==> src/rtl/key_conditioner.sv <==
// ----------------------------------------------------------------------------
// key_conditioner
//
// Front-end stage for the digital lock keypad. Takes four raw push buttons,
// synchronises and debounces each one independently, then runs a small press
// FSM that accepts exactly one key at a time. It presents a clean held key
// code and single-cycle press/release strobes, and flags illegal multi-key
// presses. keyPress is also used downstream to restart the lock's timeout.
//
// Parameters
//   clockFrequency  input clock frequency in Hz
//   debounceMs      time a button must be stable before it is accepted, ms
//   keyActiveLow    1: raw button reads 0 when pressed
//
// Ports
//   clock          in   system clock, rising edge
//   reset          in   asynchronous reset, active-low
//   rawKey[3:0]    in   unsynchronised push-button inputs
//   key[3:0]       out  debounced one-hot key, held while pressed, else 0
//   keyPress       out  1-cycle strobe on each valid new press
//   keyRelease     out  1-cycle strobe when the held key is released
//   multiKeyError  out  1-cycle strobe when more than one key is active
//   busy           out  high while a key is held or while locked out
// ----------------------------------------------------------------------------
module key_conditioner #(
    parameter int clockFrequency = 50000000,
    parameter int debounceMs     = 20,
    parameter int keyActiveLow   = 1
) (
    input  logic       clock,
    input  logic       reset,
    input  logic [3:0] rawKey,
    output logic [3:0] key,
    output logic       keyPress,
    output logic       keyRelease,
    output logic       multiKeyError,
    output logic       busy
);

    // Must come out >= 1 for the chosen parameters.
    localparam int DEBOUNCE_CYCLES = clockFrequency / 1000 * debounceMs;
    localparam int COUNT_WIDTH     = $clog2(DEBOUNCE_CYCLES + 1);
    localparam logic [COUNT_WIDTH-1:0] LAST_COUNT = COUNT_WIDTH'(DEBOUNCE_CYCLES - 1);

    typedef enum logic [1:0] {
        IDLE    = 2'd0,
        PRESSED = 2'd1,
        LOCKOUT = 2'd2
    } stateType;

    // Internally a pressed button is always 1, whatever the board wiring, so
    // the released/reset value of every sync and stable bit is 0.
    logic [3:0] pressedRaw;
    logic [3:0] syncFirst;
    logic [3:0] syncKey;
    logic [3:0] stableKey;
    stateType   state;

    assign pressedRaw = (keyActiveLow != 0) ? ~rawKey : rawKey;

    always_ff @(posedge clock or negedge reset) begin
        if (!reset) begin
            syncFirst <= 4'b0000;
            syncKey   <= 4'b0000;
        end else begin
            syncFirst <= pressedRaw;
            syncKey   <= syncFirst;
        end
    end

    // Each bit has its own counter. The counter only runs while the
    // synchronised input disagrees with the accepted value, so any glitch
    // shorter than DEBOUNCE_CYCLES restarts it from zero and is ignored.
    for (genvar i = 0; i < 4; i++) begin : gDebounce
        logic [COUNT_WIDTH-1:0] count;
        logic                   stableBit;

        always_ff @(posedge clock or negedge reset) begin
            if (!reset) begin
                count     <= '0;
                stableBit <= 1'b0;
            end else if (syncKey[i] == stableBit) begin
                count <= '0;
            end else if (count == LAST_COUNT) begin
                stableBit <= syncKey[i];
                count     <= '0;
            end else begin
                count <= count + 1'b1;
            end
        end

        assign stableKey[i] = stableBit;
    end

    // d & (d - 1) clears the lowest set bit, so it is non-zero exactly when
    // more than one key is active.
    logic [3:0] stableMinusOne;
    logic       anyKey;
    logic       severalKeys;

    assign stableMinusOne = stableKey - 4'd1;
    assign anyKey         = (stableKey != 4'b0000);
    assign severalKeys    = ((stableKey & stableMinusOne) != 4'b0000);

    // Press FSM. All outputs are registered; strobes default low every cycle
    // so each one lasts a single clock and at most one fires per edge.
    always_ff @(posedge clock or negedge reset) begin
        if (!reset) begin
            state         <= IDLE;
            key           <= 4'b0000;
            keyPress      <= 1'b0;
            keyRelease    <= 1'b0;
            multiKeyError <= 1'b0;
            busy          <= 1'b0;
        end else begin
            keyPress      <= 1'b0;
            keyRelease    <= 1'b0;
            multiKeyError <= 1'b0;

            case (state)
                IDLE: begin
                    if (severalKeys) begin
                        multiKeyError <= 1'b1;
                        key           <= 4'b0000;
                        busy          <= 1'b1;
                        state         <= LOCKOUT;
                    end else if (anyKey) begin
                        key      <= stableKey;
                        keyPress <= 1'b1;
                        busy     <= 1'b1;
                        state    <= PRESSED;
                    end
                end

                PRESSED: begin
                    if (stableKey == key) begin
                        busy <= 1'b1;
                    end else if (!anyKey) begin
                        key        <= 4'b0000;
                        keyRelease <= 1'b1;
                        busy       <= 1'b0;
                        state      <= IDLE;
                    end else begin
                        // A changed or added key is treated as tampering:
                        // drop the code without a release strobe.
                        key           <= 4'b0000;
                        multiKeyError <= 1'b1;
                        busy          <= 1'b1;
                        state         <= LOCKOUT;
                    end
                end

                LOCKOUT: begin
                    key <= 4'b0000;
                    if (!anyKey) begin
                        busy  <= 1'b0;
                        state <= IDLE;
                    end else begin
                        busy <= 1'b1;
                    end
                end

                default: begin
                    key   <= 4'b0000;
                    busy  <= 1'b0;
                    state <= IDLE;
                end
            endcase
        end
    end

endmodule

==> config.mk <==
export PLATFORM = sky130hd
export DESIGN_NAME = key_conditioner
export DESIGN_NICKNAME = d
export VERILOG_FILES = /design/src/rtl/key_conditioner.sv
export SDC_FILE = /design/constraint.sdc
export NUM_CORES = 1
export LEC_CHECK = 0
export BUFFER_PORTS_ARGS = -buffer_cell sky130_fd_sc_hd__buf_2
export CAP_MARGIN = 20
export CORE_MARGIN = 1
export CORE_UTILIZATION = 40
export DETAILED_ROUTE_END_ITERATION = 12
export SLEW_MARGIN = 20
export SYNTH_ARGS = -nofsm -noshare
export SYNTH_HDL_FRONTEND = slang
export SYNTH_SLANG_ARGS = --single-unit
==> constraint.sdc <==
create_clock -name clock -period 2.2 [get_ports clock]
set_input_delay 0.44 -clock clock [delete_from_list [all_inputs] [get_ports clock]]
set_output_delay 0.44 -clock clock [all_outputs]
set_load 0.01 [all_outputs]
## Word level (Yosys, flattened, before mapping)

Index checks and enable logic that the tools add are counted.

- $add $sub $neg: 5
- Equal/unequal tests: 14
- Muxes and demuxes: 31
- Bitwise logic cells: 6
- Reductions and logical operators: 9

Operator list:

| cell | number |
|---|---|
| two-way mux 20 bit | 8 |
| adder 20 x 1 -> 20 bit, second input constant | 4 |
| == test 20 bit, second input constant | 4 |
| two-way mux 4 bit | 3 |
| two-way mux 1 bit | 11 |
| two-way mux 2 bit | 5 |
| AND reduction 2 bit | 5 |
| one-hot mux 4 bit (2 select lines) | 1 |
| nonzero test 4 bit | 2 |
| one-hot mux 2 bit (3 select lines) | 1 |
| AND 4 bit | 1 |
| == test 1 bit | 4 |
| == test 4 bit | 1 |
| inequality test 2 bit, second input constant | 2 |
| inverter 1 bit | 4 |
| inverter 4 bit | 1 |
| subtractor 4 x 1 -> 4 bit, second input constant | 1 |
| inequality test 3 bit, second input constant | 1 |
| one-hot mux 1 bit (3 select lines) | 1 |
| AND reduction 3 bit | 1 |
| == test 2 x 1 -> 1 bit, second input constant | 1 |
| == test 2 bit, second input constant | 1 |
| logical NOT 2 bit | 1 |
| one-hot mux 1 bit (2 select lines) | 1 |

- Register bits: 102
- Bits of input ports: 6
- Output and inout bits: 8
- Logic and storage cells: 81

## Depth between registers and ports, before layout

Gate-level depths: netlist of the first run.

- Word-level depth: 5
- Mapped depth: 6
- Depth with buffers taken out: 5

## Worst setup path before layout of the first run

No wires, ideal clock.

- Path type: register to register
- Start: reg gDebounce[0].count[12]
- End: reg gDebounce[0].count[13]
- Library setup time: 0.119 ns
- Arrival time: 1.921 ns
- Required time: 2.081 ns
- Slack: 0.161 ns
- Cell stages (with the launch flop): 6
- Buffers on the path: 1
- Period minus slack after synthesis: 2.039 ns
- Path through: dfrtp_1 or4_1 or4_1 o21ai_4 buf_6 nor2_1

- Longest elaborated chain between the ends: 3
- Elaborated cells on any way between the ends: 4
- Those cells by class: add/sub: 1; eq/ne: 1; mux: 2

Ends and longest elaborated chain:

| element | RTL line | RTL |
|---|---|---|
| start: declaration | 75 | `logic [COUNT_WIDTH-1:0] count;` |
| start signal: assignment | 88 | `count <= count + 1'b1;` |
| adder 20 x 1 -> 20 bit or == test 20 bit (tied branches) | 88, 84 |  |
| two-way mux 20 bit * | 84 | `end else if (count == LAST_COUNT) begin` |
| two-way mux 20 bit * | 82 | `end else if (syncKey[i] == stableBit) begin` |

Mark *: on every way between the ends. The rest lies on a longest branch, timed or not.
A chain may end at the register's enable or synchronous reset.

## Worst setup path after layout of the first run

- Start: reg gDebounce[0].count[12]
- End: reg gDebounce[0].stableBit

- Longest elaborated chain between the ends: 2

Ends and longest elaborated chain:

| element | RTL line | RTL |
|---|---|---|
| == test 20 bit | 84 |  |
| AND reduction 2 bit (no line) | - |  |
| end signal: assignment | 85 | `stableBit <= syncKey[i];` |
| end: declaration | 76 | `logic stableBit;` |

Every way passes these cells.

==> results.toml, run 1 <==
[status]
outcome = "complete, no violations"

[grt]
grt_pass1_vias = 3699
grt_first_pass_wirelength_um = 17200
grt-ovfl-total = 0
antenna_found_initial = 0
grt_use_total_pct = 16.6
grt_max_degree = 44

[synthesis]
synth.largest_area_cell = "dfrtp_1"
netlist.area_leader.share_pct = 51.3
ys_top_cells_by_area = "dfrtp_1, xnor2_1, nor2_1"
synth_ff_type = "dfrtp_1"
yosysWarnings = 0
syn-num-nets = 522
yosysSeqAreaShare_pct = 51.3
async_reset_ff_share_pct = 100
ys_seq_elements = 102
synth_edf_count = 0
post-synth-top-count-cell = "dfrtp_1"
synth_area_sq_mm = 0.00497
synth_common_cells = "dfrtp_1, nor2_1, nand3_1"
synth_cell_types = 41
syn_inst = 512
syn_area_per_cell_sq_um = 9.71

[clock_network]
htreeDepth = 3
clock_path_buffers = 2
cts_root_buf = "clkbuf_16"
cts-resized-gates = 0
cts_tree = "yes"
post_cts_buffers = 0
holdBufCountCts = 0
clkTransAtPathRegs_ps = 70
clock_latency_ps = 350
cts_sinks = 102
cts_buffers = 9

[placed_design]
gp_congestion = 0.800
place_area_sq_mm = 0.00532
dp_hpwl_um = 6640
io_buffers = 13

[timing]
clock_skew_ps = 5.12
slew_headroom_pct = 71.7
hold_viol_final = 0
max_freq_mhz = 476
worst_pin_slew_ps = 421
rsz0062_at_grt = "false"
post-route-period-util_pct = 95.6
fin_setup_tns_ps = 0
min_period_ps = 2100
timing.hold.ws_ps = 9.76
finalMaxSlewViolations = 0
finalSetupViolations = 0

[die]
pin_count = 14
die_w_um = 113
die_h_um = 113
start_util_pct = 41.2
core_area_sq_mm = 0.0121
dieArea_sq_mm = 0.0129
std_cell_rows = 40

[power]
power_density_mw_per_mm2 = 666
power_switching_uw = 823
p_comb_share_pct = 3.3
p_clk_share_pct = 45.5
leakage_uw = 0.00235
ir_drop_uv = 371
switching_share_pct = 21.9
power_frac_seq_pct = 51.2
total_power_uw = 3760
p_int_uw = 2940

[final_layout]
diodes = 0
nNetsFinal = 543
syn_to_final_growth_pct = 13.6
drive_above_1_share_pct = 11.9
fin_area_sq_mm = 0.00565

[detailed_routing]
drt_wl_total_um = 9540
routedWlPerCell_um = 13.5
drt-initial-drc-count = 220
drc = 0
firstDrtPassIters = 4
avgViaCountPerCell = 5.27
vias = 3719
postRouteAntennaNets = 0

[run]
cap_viol_max_count = 0

[worst_setup_path]
path_cells = "or4_1 > or4_1 > nor2_1 > mux2_2"
cp.depth = 4
critPathMaxStageDelay_ps = 610
crit_fanout = 2
crit_slowest_cell = "or4_1"
cp.buffers_inverters = 0
worst-r2r-cell-count = 4
arrival_ps = 2330
worstSetupStartpointType = "flop"
crit_required_ps = 2430
critical_path.endpoint_type = "flop"
worst_path_dominant_cell_family = "simple AND/OR/NAND/NOR gates"
critical_path_class = "reg -> reg"
crit_path_frequent_cell = "or4_1"

[hold_path]
hp-class = "in -> async"
==> worst paths after layout <==
path                                          end                    from  slack, ps
setup / recovery           gDebounce[0].stableBit  gDebounce[0].count[12]        100
hold / removal             gDebounce[3].count[13]                   reset         10
setup reg to reg           gDebounce[0].stableBit  gDebounce[0].count[12]        100
hold reg to reg                        syncKey[2]            syncFirst[2]        350
max in group asynchronous   gDebounce[0].count[1]                   reset       1520
min in group clock                   syncFirst[1]               rawKey[1]        230
==> per-stage QoR <==
| step | std cells | worst slack [ps] | utilization (%) |
|---|---|---|---|
| 2_1_floorplan | 512 | 161 | - |
| 3_3_place_gp | 690 | 132 | 44.1 |
| 3_5_place_dp | 690 | 69.9 | 44.1 |
| 4_1_cts | 706 | 65.2 | 46.8 |
| 5_1_grt | 706 | 32.4 | 46.8 |
| 6_report | 706 | 97.8 | 46.8 |
==> worst register-to-register path, delay by kind of cell, from the launching register on <==
family | cells | cell delay, ps
flip-flops | 1 | 380
AND/OR/NAND/NOR | 3 | 1270
multiplexers | 1 | 340
==> power groups by stage <==
| stage | clock network (uW) | logic [uW] | registers, uW |
|---|---|---|---|
| floorplan | 0 | 55.9 | 1960 |
| global placement | 0 | 127 | 1960 |
| detailed placement | 0 | 129 | 1960 |
| CTS | 1770 | 129 | 1930 |
| global route | 1840 | 147 | 1930 |
| finish | 1710 | 124 | 1930 |
==> flip-flops by register name, summed over array words and instances, names as in the netlist <==
signal	cells
busy	1
gDebounce.count	80
gDebounce.stableBit	4
key	4
keyPress	1
keyRelease	1
multiKeyError	1
state	2
syncFirst	4
syncKey	4
==> placed cells by master (no fill, tap or decap), types with 5 or more instances in the layout <==
| cell type | n |
|---|---|
| dfrtp_1 | 102 |
| nor2_1 | 69 |
| nand3_1 | 31 |
| xnor2_1 | 30 |
| nand2_1 | 27 |
| a21oi_1 | 27 |
| xor2_1 | 26 |
| nand4_1 | 23 |
| inv_1 | 22 |
| o21ai_0 | 20 |
| buf_4 | 16 |
| nor3_1 | 15 |
| or3_1 | 14 |
| nor4_1 | 14 |
| and3_1 | 13 |
| buf_2 | 12 |
| or4_1 | 10 |
| clkbuf_16 | 9 |
| and4_1 | 5 |
==> routing by layer <==
layer	wire, um	track usage, %
met1	4610	21.8
met2	4550	26.9
met3	247	4.52
met4	142	5.18
met5	0	0
==> cell families (layout without fill, tap and decap cells) <==
family / after synthesis / count (layout) / synth area share, %
mux: 4 / 4 / 0.906
flops: 102 / 102 / 51.3
simple gates: 238 / 238 / 25.4
xor+xnor: 56 / 56 / 9.87
buf+inv: 42 / 68 / 3.35
compound gates: 65 / 65 / 7.90
fa+ha+maj: 5 / 5 / 1.21
==> final cells by class <==
cell class / count / area, sq um
fill: 1153 / 6410
clock inverter: 7 / 97.6
inverter: 22 / 82.6
sequential: 102 / 2550
multi-input combinational: 368 / 2260
clock buffer: 9 / 225
tap: 168 / 210
timing repair buffer: 30 / 220
No activity file was read; power rests on OpenSTA's default activity.
==> inputs of run 2 (changes only) <==
--- a/config.mk
+++ b/config.mk
@@ -7,6 +7,7 @@
 export LEC_CHECK = 0
 export BUFFER_PORTS_ARGS = -buffer_cell sky130_fd_sc_hd__buf_2
 export CAP_MARGIN = 20
+export CORE_ASPECT_RATIO = 1.25
 export CORE_MARGIN = 1
 export CORE_UTILIZATION = 40
 export DETAILED_ROUTE_END_ITERATION = 12
==> run 2 against run 1 <==
Against the previous run: clock power up 2%; register-to-register slack got worse by 40 ps; worst hold slack improved by 220 ps; count of clock-buffer cells in the layout up 3; setup slack got worse by 36 ps; global-route usage fell by 0.063 points; routed wire length decreased by 1.1%; die area is essentially flat; first-iteration DRC count is 24% lower; sequential power hardly changed; sequential share of layout area unchanged; critical path type unchanged.
==> results.toml, run 2 (synthesized netlist as in run 1, its figures left out) <==
[clock_network]
htreeDepth = 3
clock_latency_ps = 350
cts_buffers = 9
cts_root_buf = "clkbuf_16"
clock_path_buffers = 2
cts_sinks = 102
clkTransAtPathRegs_ps = 70
cts_tree = "yes"
post_cts_buffers = 0

[timing]
fin_setup_tns_ps = 0
hold_viol_final = 0
timing.hold.ws_ps = 230
slew_headroom_pct = 71.7
worst_pin_slew_ps = 425
post-route-period-util_pct = 97.2
finalMaxSlewViolations = 0
min_period_ps = 2140
rsz0062_at_grt = "false"
finalSetupViolations = 0
layout_setup_ws_ps = 61.6
clock_skew_ps = 9.02
max_freq_mhz = 468

[worst_setup_path]
worst-r2r-cell-count = 4
path_cells = "or4_1 > or4_1 > nor2_1 > mux2_2"
critical_path_class = "reg -> reg"
critical_path.endpoint_type = "flop"
rr_endpoint = "gDebounce[0].stableBit"
arrival_ps = 2370
r2r-start = "gDebounce[0].count[12]"
ff2ff_setup_slack_ps = 60
crit_fanout = 6
crit_slowest_cell = "or4_1"
critPathMaxStageDelay_ps = 600
crit_path_frequent_cell = "or4_1"
worstSetupStartpointType = "flop"
crit_required_ps = 2430

[hold_path]
whs_path_depth = 2
min_to = "syncFirst[1]"
holdCritStartpoint = "rawKey[1]"
hp-class = "in -> reg"

[die]
core_area_sq_mm = 0.0121
die_w_um = 102
pin_count = 14
start_util_pct = 41.1
die_h_um = 127
std_cell_rows = 45
dieArea_sq_mm = 0.0129

[final_layout]
diodes = 0
mostFrequentLayoutCells = "dfrtp_1, nor2_1, nand3_1"
syn_to_final_growth_pct = 13.6
mostFrequentLayoutCell = "dfrtp_1"
largest_reg_flops = 80
drive_above_1_share_pct = 11.4
nNetsFinal = 542
num-fill-cells = 1136
largest-register = "gDebounce.count"

[placed_design]
gp_congestion = 0.791
io_buffers = 13
dp_hpwl_um = 6600
pre_cts_ws_ps = 62.3

[detailed_routing]
drt_wl_total_um = 9430
drt-initial-drc-count = 168
postRouteAntennaNets = 0
drc = 0
firstDrtPassIters = 4
routedWlPerCell_um = 13.5
vias = 3711
avgViaCountPerCell = 5.29

[status]
outcome = "complete, no violations"

[power]
power_density_mw_per_mm2 = 673
ir_drop_uv = 297
leakage_uw = 0.00236

[grt]
grt-ovfl-total = 0
antenna_found_initial = 0
grt_use_total_pct = 16.6
grt_first_pass_wirelength_um = 16900
grt_max_degree = 54
grt_pass1_vias = 3653

[run]
cap_viol_max_count = 0
-- run 2: where the power goes --
group	internal (uW)	switching (uW)
combinational	41.8	81.3
clock	1060	687
sequential	1900	25.9
-- run 2: per-layer routing --
metal,routed length [um],GRT usage [%]
met5,0,0
met4,185,7.16
met3,259,3.47
met2,4540,26.9
met1,4450,21.2
-- run 2: layout make-up --
type	count	area, sq um	area share (%)
clock buffer	12	256	4.54
clock inverter	4	76.3	1.35
inverter	22	82.6	1.46
multi-input combinational	368	2260	40.0
sequential	102	2550	45.2
tap	164	205	3.63
timing repair buffer	29	215	3.81
-- run 2: timing repair --
action                                  in CTS  in global routing
hold buffers                                 1                  0
resized for setup                            0                  1
endpoints found under the setup margin       0                  1
endpoints found under the hold margin       15                  0
-- run 2: worst max path at each step --
stage / slack, ps / end / from
after global routing: 3 / gDebounce[0].stableBit / gDebounce[0].count[12]
after global placement: 70 / gDebounce[0].stableBit / gDebounce[0].count[12]
after CTS: 50 / gDebounce[0].stableBit / gDebounce[0].count[12]
final: 60 / gDebounce[0].stableBit / gDebounce[0].count[12]
after detailed placement: 60 / gDebounce[0].stableBit / gDebounce[0].count[12]
after floorplan: 160 / gDebounce[0].count[13] / gDebounce[0].count[12]
-- run 2: critical path: cells and delay by family (launching register included) --
| kind | cells | cell delay [ps] |
|---|---|---|
| multiplexers | 1 | 340 |
| flip-flops | 1 | 420 |
| AND/OR/NAND/NOR | 3 | 1270 |
-- run 2: metrics by stage --
step / total power, uW / area (sq um) / util (%) / std cells
after floorplan: 2010 / 4970 / - / 512
after global placement: 2090 / 5300 / 43.8 / 684
after detailed placement: 2090 / 5300 / 43.8 / 684
after CTS: 3860 / 5650 / 46.6 / 701
after global routing: 3960 / 5650 / 46.7 / 701
final: 3800 / 5650 / 46.7 / 701
